File: config.mk
export PLATFORM = sky130hd
export DESIGN_NAME = sigmag_packer_flat
export DESIGN_NICKNAME = d
export VERILOG_FILES = /design/src/rtl/sigmag_packer_if.sv /design/src/rtl/sigmag_packer.sv /design/src/flat_wrapper.sv
export SDC_FILE = /design/constraint.sdc
export NUM_CORES = 1
export LEC_CHECK = 0
export ABC_CLOCK_PERIOD_IN_PS = 5700
export CAP_MARGIN = 20
export CORE_UTILIZATION = 50
export DETAILED_ROUTE_END_ITERATION = 7
export PLACE_DENSITY = 0.71
export SKIP_LAST_GASP = 1
export SYNTH_ARGS = -nofsm -noshare
export SYNTH_HDL_FRONTEND = slang
export SYNTH_SLANG_ARGS = --single-unit
File: constraint.sdc
create_clock -name clk -period 5.7 [get_ports clk]
set_input_delay 1.14 -clock clk [delete_from_list [all_inputs] [get_ports clk]]
set_output_delay 1.14 -clock clk [all_outputs]
set_load 0.01 [all_outputs]
File: src/rtl/sigmag_packer_if.sv
// Output word stream between the sign/magnitude packer and the bus/DMA sink.
// The master drives data/valid; the slave drives ready.
interface sigmag_packer_if #(
  parameter int unsigned WORD_W = 32
);
  logic [WORD_W-1:0] m_data;
  logic              m_valid;
  logic              m_ready;

  modport master (output m_data, output m_valid, input m_ready);
  modport slave  (input m_data, input m_valid, output m_ready);
endinterface

File: src/rtl/sigmag_packer.sv
// Packs 2-bit {sig,mag} quantiser samples into words, queues them in a
// first-word-fall-through FIFO and counts words dropped while the FIFO is full.
module sigmag_packer #(
  parameter int unsigned WORD_W     = 32,
  parameter int unsigned FIFO_DEPTH = 8,
  parameter int unsigned CNT_W      = 16
) (
  input  logic                          clk,
  input  logic                          reset,
  input  logic                          en,
  input  logic                          sig_i,
  input  logic                          mag_i,
  input  logic                          clear,
  sigmag_packer_if.master               m,
  output logic [$clog2(FIFO_DEPTH):0]   fifo_level,
  output logic [CNT_W-1:0]              ovf_cnt,
  output logic                          ovf_sticky
);

  localparam int unsigned NS    = WORD_W / 2;
  localparam int unsigned IDX_W = $clog2(NS);
  localparam int unsigned AW    = $clog2(FIFO_DEPTH);
  localparam int unsigned PW    = AW + 1;

  logic [IDX_W-1:0]  r_idx;
  logic [WORD_W-1:0] r_shift;
  logic [WORD_W-1:0] r_mem [FIFO_DEPTH];
  logic [PW-1:0]     r_wptr;
  logic [PW-1:0]     r_rptr;
  logic [CNT_W-1:0]  r_ovf_cnt;
  logic              r_ovf_sticky;

  logic [WORD_W-1:0] w_word;
  logic              w_last;
  logic              w_empty;
  logic              w_full;
  logic              w_pop;
  logic              w_accept;
  logic              w_drop;

  // Current sample merged into the partially assembled word.
  always_comb begin
    w_word = r_shift;
    w_word[{r_idx, 1'b0} +: 2] = {sig_i, mag_i};
  end

  assign w_last   = en && (r_idx == IDX_W'(NS - 1));
  assign w_empty  = (r_wptr == r_rptr);
  assign w_full   = (r_wptr[AW] != r_rptr[AW]) && (r_wptr[AW-1:0] == r_rptr[AW-1:0]);
  assign w_pop    = !w_empty && m.m_ready;
  // A pop on the same edge frees the slot the push needs, so full does not drop.
  assign w_accept = w_last && (!w_full || w_pop);
  assign w_drop   = w_last && !w_accept;

  always_ff @(posedge clk or posedge reset) begin
    if (reset) begin
      r_idx        <= '0;
      r_shift      <= '0;
      r_wptr       <= '0;
      r_rptr       <= '0;
      r_ovf_cnt    <= '0;
      r_ovf_sticky <= 1'b0;
    end else if (clear) begin
      r_idx        <= '0;
      r_shift      <= '0;
      r_wptr       <= '0;
      r_rptr       <= '0;
      r_ovf_cnt    <= '0;
      r_ovf_sticky <= 1'b0;
    end else begin
      if (en) begin
        if (w_last) begin
          r_idx   <= '0;
          r_shift <= '0;
        end else begin
          r_idx   <= r_idx + 1'b1;
          r_shift <= w_word;
        end
      end
      if (w_accept) r_wptr <= r_wptr + 1'b1;
      if (w_pop)    r_rptr <= r_rptr + 1'b1;
      if (w_drop) begin
        r_ovf_sticky <= 1'b1;
        if (r_ovf_cnt != '1) r_ovf_cnt <= r_ovf_cnt + 1'b1;
      end
    end
  end

  // Storage needs no reset: the read port is masked while the FIFO is empty.
  always_ff @(posedge clk) begin
    if (!reset && !clear && w_accept) r_mem[r_wptr[AW-1:0]] <= w_word;
  end

  assign m.m_valid  = !w_empty;
  assign m.m_data   = w_empty ? '0 : r_mem[r_rptr[AW-1:0]];
  assign fifo_level = r_wptr - r_rptr;
  assign ovf_cnt    = r_ovf_cnt;
  assign ovf_sticky = r_ovf_sticky;

endmodule

File: src/flat_wrapper.sv
// flat-port wrapper written by rule: the top's interface ports become plain ports
module sigmag_packer_flat 
#(
  parameter int unsigned WORD_W     = 32,
  parameter int unsigned FIFO_DEPTH = 8,
  parameter int unsigned CNT_W      = 16
)
  (clk, reset, en, sig_i, mag_i, clear, fifo_level, ovf_cnt, ovf_sticky, m_m_data, m_m_valid, m_m_ready);
  sigmag_packer_if #(.WORD_W(WORD_W)) m_i ();
  input  logic clk;
  input  logic reset;
  input  logic en;
  input  logic sig_i;
  input  logic mag_i;
  input  logic clear;
  output logic [$clog2(FIFO_DEPTH):0] fifo_level;
  output logic [CNT_W-1:0] ovf_cnt;
  output logic ovf_sticky;
  output wire logic [$bits(m_i.m_data)-1:0] m_m_data;
  output wire logic [$bits(m_i.m_valid)-1:0] m_m_valid;
  input wire logic [$bits(m_i.m_ready)-1:0] m_m_ready;
  assign m_m_data = m_i.m_data;
  assign m_m_valid = m_i.m_valid;
  assign m_i.m_ready = m_m_ready;
  sigmag_packer #(.WORD_W(WORD_W), .FIFO_DEPTH(FIFO_DEPTH), .CNT_W(CNT_W)) u_core (.clk(clk), .reset(reset), .en(en), .sig_i(sig_i), .mag_i(mag_i), .clear(clear), .m(m_i), .fifo_level(fifo_level), .ovf_cnt(ovf_cnt), .ovf_sticky(ovf_sticky));
endmodule
==> flow_metrics.py, run 1 <==
metrics = {
    "run_status": {
        "status": "completed",
    },
    "timing": {
        "finalMaxSlewViolations": 0,
        "final_hold_viol_count": 0,
        "max_freq_mhz": 226,
        "post-route-period-util_pct": 77.7,
        "period_minus_slack_ns": 4.43,
        "fin_ws_ns": 1.27,
        "slew_headroom_pct": 34.9,
        "setup_viol": 0,
        "max_slew.worst_pin.slew_ns": 0.966,
        "rsz0062_at_grt": "false",
        "finClkSkew_ns": 0.0167,
        "whs_ns": 0.490,
    },
    "finish": {
        "final_common_cell": "edfxtp_1",
        "final_cell_mix": "edfxtp_1 (256), nand2_1 (91), mux4_2 (64), clkdlybuf4s50_1 (60), dfrtp_1 (59)",
        "fillers": 2045,
        "drive_gt1_share_pct": 19.5,
        "fin_util_pct": 58.3,
        "area.growth.synth_to_final_pct": 14.9,
        "n_antenna_cell": 0,
        "nets": 954,
    },
    "power": {
        "p_leak_uw": 0.00535,
        "clkPwrFrac_pct": 43.2,
        "power_frac_seq_pct": 54.8,
        "combPwrFrac_pct": 2.1,
        "powerDensity_nw_per_um2": 290,
        "intPower_uw": 3600,
        "p_sw_share_pct": 20.7,
        "peakVddDrop_mv": 0.257,
        "p_switching_uw": 942,
    },
    "placement": {
        "dpl.hpwl_mm": 16.6,
        "port-buffer-count": 60,
        "gp_congestion": 0.820,
        "dpl_worst_slack_ns": 1.53,
    },
    "critical_path": {
        "crit_required_ns": 4.56,
        "reg2reg_to": "u_core.r_mem[4][6]",
        "cp.arrival_ns": 3.29,
        "path_class": "flop to output port",
        "rrSetupSlack_ns": 2.19,
        "reg2reg_depth": 7,
        "worstSetupStartpointType": "flop",
        "timing.rr.start": "u_core.r_rptr[1]",
        "crit_fanout": 44,
        "cp-end-kind": "output port",
    },
    "logic_synthesis": {
        "yosys_warnings": 0,
        "async_flop_share_pct": 19.2,
        "synth_cells": 869,
        "syn_avg_cell_area_um2": 15.7,
        "synth_top_area_share_pct": 56.4,
        "ys_top_cells_by_area": "edfxtp_1 (56%), dfrtp_1 (11%), mux4_2 (11%)",
        "ys_seq_area_share_pct": 67.6,
        "synth.net_count": 887,
        "synth_area_leader_cell": "edfxtp_1",
        "synthesis.area_um2": 13600,
        "synth_seq_cells": 317,
        "yosysUniqueCellTypes": 62,
        "synth_edf_count": 256,
        "synth_flop_cell": "edfxtp_1",
    },
    "floorplan": {
        "core_um2": 26900,
        "num_rows": 60,
        "die-area_um2": 27900,
        "die_x_um": 167,
        "die_y_um": 167,
        "io_pins": 61,
        "start_util_pct": 50.7,
    },
    "drt": {
        "wl_per_cell_um": 22.4,
        "drtPass1Iterations": 4,
        "ant_nets": 0,
        "drc": 0,
        "initialDrtViolationCount": 621,
        "via_per_inst": 6.07,
        "drt-total-wl_mm": 29.2,
        "routed-via-count": 7903,
    },
    "grt": {
        "track_usage_pct": 21.2,
        "antenna_found_initial": 0,
        "grt_first_pass_wirelength_mm": 45.5,
        "grt_start_max_net_pins": 45,
        "grt-ovfl-total": 0,
        "grt_pass1_vias": 8074,
    },
    "clock_network": {
        "numCtsBuffers": 31,
        "clk_pin_slew_ns": 0.06,
        "cts-root-buf": "clkbuf_16",
        "cts.sinks": 317,
        "post_cts_resized": 0,
        "cts_buffer_depth": 3,
        "cts-htree-levels": 1,
        "cts_hold_buf": 0,
        "cts_tree": "yes",
        "cts_setup_buffers": 0,
        "clock_latency_ns": 0.58,
    },
    "job": {
        "drv_cap": 0,
    },
    "hold_path": {
        "hp-start": "u_core.r_shift[25]",
        "hold_end": "u_core.r_shift[25]",
        "hold_path_class": "flop to flop",
        "hold_path_depth": 1,
    },
}
## stage by stage
stage / std cells / setup TNS, ns / area [um^2] / total power (uW)
2_1_floorplan: 869 / -3.86 / 13600 / 2600
3_3_place_gp: 1240 / 0 / 14700 / 2630
3_5_place_dp: 1241 / 0 / 14700 / 2630
4_1_cts: 1299 / 0 / 15600 / 4580
5_1_grt: 1302 / 0 / 15700 / 4660
6_report: 1302 / 0 / 15700 / 4540
## cell type report
type	count	area (um^2)	area share [%]
Clock buffer	36	795	5.07
Clock inverter	22	178	1.13
Inverter	20	75.1	0.479
Multi-Input combinational cell	483	4200	26.8
Sequential cell	317	9220	58.8
Tap cell	341	427	2.72
Timing Repair Buffer	83	773	4.93
## worst max path at each step
stage	slack (ns)	start	to
global placement	1.60	en	u_core.r_mem[4][4]
floorplan	-0.06	u_core.r_rptr[1]	u_core.r_mem[0][0]
global route	1.04	u_core.r_rptr[0]	m_m_data[14]
finish	1.27	u_core.r_rptr[1]	m_m_data[1]
detailed placement	1.53	en	u_core.r_mem[4][6]
CTS	1.17	u_core.r_rptr[0]	m_m_data[20]
## routing by layer
metal | part of all wire [%] | global-route usage (%)
met1 | 44 | 29.6
met2 | 49 | 35.6
met3 | 4.5 | 2.46
met4 | 2.4 | 5.72
met5 | 0 | 0
## critical path, cell delays in order, from the launching register on
cell	delay [ns]
dfrtp_2	0.82
buf_4	0.66
mux4_2	0.33
nand2_1	0.07
a21oi_1	0.24
clkdlybuf4s50_1	0.57
## registers in the layout (all words and copies together) (netlist names)
| name | count |
|---|---|
| u_core.r_shift | 32 |
| u_core.ovf_sticky | 1 |
| u_core.r_wptr | 4 |
| u_core.ovf_cnt | 16 |
| u_core.r_idx | 4 |
| u_core.r_rptr | 4 |
| u_core.r_mem | 256 |
## cell families after synthesis
| kind of cell | count (synthesis) | synth area share (%) |
|---|---|---|
| XOR/XNOR | 12 | 0.826 |
| AND/OR/NAND/NOR | 226 | 8.55 |
| flip-flops | 317 | 67.6 |
| multiplexers | 97 | 13.3 |
| AO/OA/AOI/OAI | 137 | 6.64 |
| buffers and inverters | 69 | 2.07 |
| adder cells (fa/ha/maj) | 11 | 1.06 |
## Yosys cell counts (all sizes together) (4+ instances only)
cell / n
edfxtp: 256
nand2: 91
mux4: 64
dfrtp: 61
a21oi: 48
clkbuf: 30
mux2: 29
nand3: 27
nor2: 26
o21ai: 22
buf: 19
inv: 19
o2bb2ai: 12
ha: 10
o211ai: 10
o31ai: 10
or4: 10
nand4: 9
or3: 8
a21o: 7
and3: 7
a32o: 6
nor3b: 6
nor4: 6
xnor2: 6
xor2: 6
nor3: 5
a22o: 4
a31oi: 4
and4: 4
mux2i: 4
nand2b: 4
nor2b: 4
or2: 4
## power by group through the flow
stage	clock network, uW	registers (uW)	logic (uW)
4_1_cts	2000	2490	93.7
3_5_place_dp	0	2540	93.0
2_1_floorplan	0	2530	65.8
6_report	1960	2490	94.0
3_3_place_gp	0	2540	90.7
5_1_grt	2070	2490	103
No activity file was read; power rests on OpenSTA's default activity.
==> inputs of run 2 (changes only) <==
ABC_CLOCK_PERIOD_IN_PS = 3700   (was 5700)
clock period = 3.7 ns   (was 5.7 ns; I/O delays follow)
==> flow_metrics.py, run 2 (synthesis results as in run 1) <==
metrics = {
    "run_status": {
        "status": "completed",
    },
    "drt": {
        "met3_length_mm": 1.30,
        "routed-via-count": 7811,
        "wl_per_cell_um": 21.6,
        "via_per_inst": 5.97,
        "drt-total-wl_mm": 28.3,
        "wl_met1_mm": 12.3,
        "drtPass1Iterations": 7,
        "route.met2.wl_mm": 13.9,
        "ant_nets": 0,
        "drc": 0,
        "highest_layer": "met4",
        "initialDrtViolationCount": 644,
    },
    "critical_path": {
        "cp-end-kind": "output port",
        "worstSetupStartpointType": "flop",
        "critPathSlowestCell": "clkdlybuf4s50_1",
        "cp.arrival_ns": 2.74,
        "path_delay_family": "buffers and inverters",
        "path_class": "flop to output port",
        "crit_required_ns": 2.96,
        "reg2reg_depth": 6,
        "crit_fanout": 33,
        "path_cells": "inv_1 -> ha_1 -> nand3_1 -> nor2_2 -> buf_12 -> a21oi_1 -> clkdlybuf4s50_1",
        "path_buf_inv": 3,
        "crit_start": "u_core.r_wptr[0]",
        "path_depth": 7,
        "timing.rr.start": "u_core.r_idx[1]",
        "critPathMaxStageDelay_ns": 0.56,
    },
    "grt": {
        "antenna_found_initial": 0,
        "track_usage_pct": 21.3,
        "grt_start_max_net_pins": 69,
        "grt_first_pass_wirelength_mm": 46.0,
        "grt-ovfl-total": 0,
        "grt_pass1_vias": 8180,
    },
    "timing": {
        "max_slew.worst_pin.slew_ns": 0.844,
        "slew_headroom_pct": 43.2,
        "post-route-period-util_pct": 94.1,
        "period_minus_slack_ns": 3.48,
        "finClkSkew_ns": 0.0146,
        "setup_viol": 0,
        "setup_tns_ns": 0,
        "finalMaxSlewViolations": 0,
        "max_freq_mhz": 287,
        "rsz0062_at_grt": "false",
        "final_hold_viol_count": 0,
        "fin_ws_ns": 0.219,
    },
    "placement": {
        "dpl.hpwl_mm": 17.0,
        "dpl.cell_count": 1251,
        "port-buffer-count": 60,
        "dpl_cell_area_um2": 14900,
        "dpl_worst_slack_ns": 0.485,
        "gp_congestion": 0.839,
    },
    "clock_network": {
        "cts-root-buf": "clkbuf_16",
        "numCtsBuffers": 31,
        "post_cts_resized": 0,
        "clock_latency_ns": 0.56,
        "cts_setup_buffers": 0,
        "cts_tree": "yes",
        "clk_pin_slew_ns": 0.06,
        "cts_hold_buf": 0,
        "cts-htree-levels": 1,
        "cts_buffer_depth": 3,
        "cts.sinks": 317,
    },
    "finish": {
        "n_antenna_cell": 0,
        "instances_no_fill": 1309,
        "area.growth.synth_to_final_pct": 17.1,
        "seqCellArea_um2": 9220,
        "stdcell_area_um2": 16000,
        "final_common_cell": "edfxtp_1",
        "final_cell_mix": "edfxtp_1 (256), nand2_1 (91), mux4_2 (64), clkdlybuf4s50_1 (60), dfrtp_1 (59)",
        "fillers": 2011,
        "multi_input_area_um2": 4210,
        "nets": 961,
        "largest_reg_flops": 256,
        "drive_gt1_share_pct": 20.9,
    },
    "hold_path": {
        "hold_path_depth": 1,
        "hold_path_class": "flop to flop",
        "hp-start": "u_core.r_shift[8]",
    },
    "floorplan": {
        "start_util_pct": 50.7,
        "core_um2": 26900,
        "die_x_um": 167,
        "io_pins": 61,
        "die_y_um": 167,
        "num_rows": 60,
        "die-area_um2": 27900,
    },
    "power": {
        "peakVddDrop_mv": 0.399,
        "p_leak_uw": 0.00548,
        "powerDensity_nw_per_um2": 455,
    },
    "job": {
        "drv_cap": 0,
    },
}
## run 2: changes by cell type in the layout (fill, tap and decap cells not counted), sizes merged
| cell | delta |
|---|---|
| clkinvlp | -1 |
| inv | -1 |
| buf | +9 |
| clkinv | -6 |
| clkbuf | +3 |
| bufinv | +3 |
## run 2: where the power goes
part           internal, uW  total, uW  switching, uW
clock network          1970       3280           1310
registers              3820       3830           5.59
logic                  43.5        151            108
## run 2: path summary, 6_finish.rpt
kind	slack, ns	to
worst max-delay path	0.22	m_m_data[2]
worst min-delay path	0.48	u_core.r_shift[8]
worst max register to register	0.82	u_core.r_mem[3][27]
worst min register to register	0.48	u_core.r_shift[8]
max in group asynchronous	2.05	u_core.r_shift[30]
min in group asynchronous	0.71	u_core.ovf_cnt[11]
## run 2: area by class of cell
class                   count  area share, %
inverters                  20          0.470
multi-input cells         483           26.4
flip-flops and latches    317           57.8
clock buffers              41           5.35
repair buffers             90           5.96
clock inverters            17           1.40
well taps                 341           2.67
## run 2: stage by stage
step / hold WS [ns] / utilization (%) / total power (uW)
4_1_cts: 0.486 / 59.4 / 7320
3_3_place_gp: 0.469 / 55.4 / 4050
2_1_floorplan: 0.451 / - / 4000
5_1_grt: 0.498 / 59.4 / 7470
3_5_place_dp: 0.469 / 55.4 / 4050
6_report: 0.482 / 59.4 / 7260
## run 2: routing by layer
layer  up-vias  GRT usage (%)
li1       3567              -
met1      3972           29.5
met5         -              0
met2       221           35.2
met3        51           2.74
met4         0           7.25
==> inputs of run 3 (changes only) <==
CAP_MARGIN = 30   (was 20)
==> results of run 3 <==
Same layout as run 2: the final DEF is identical, and so are final timing and power.
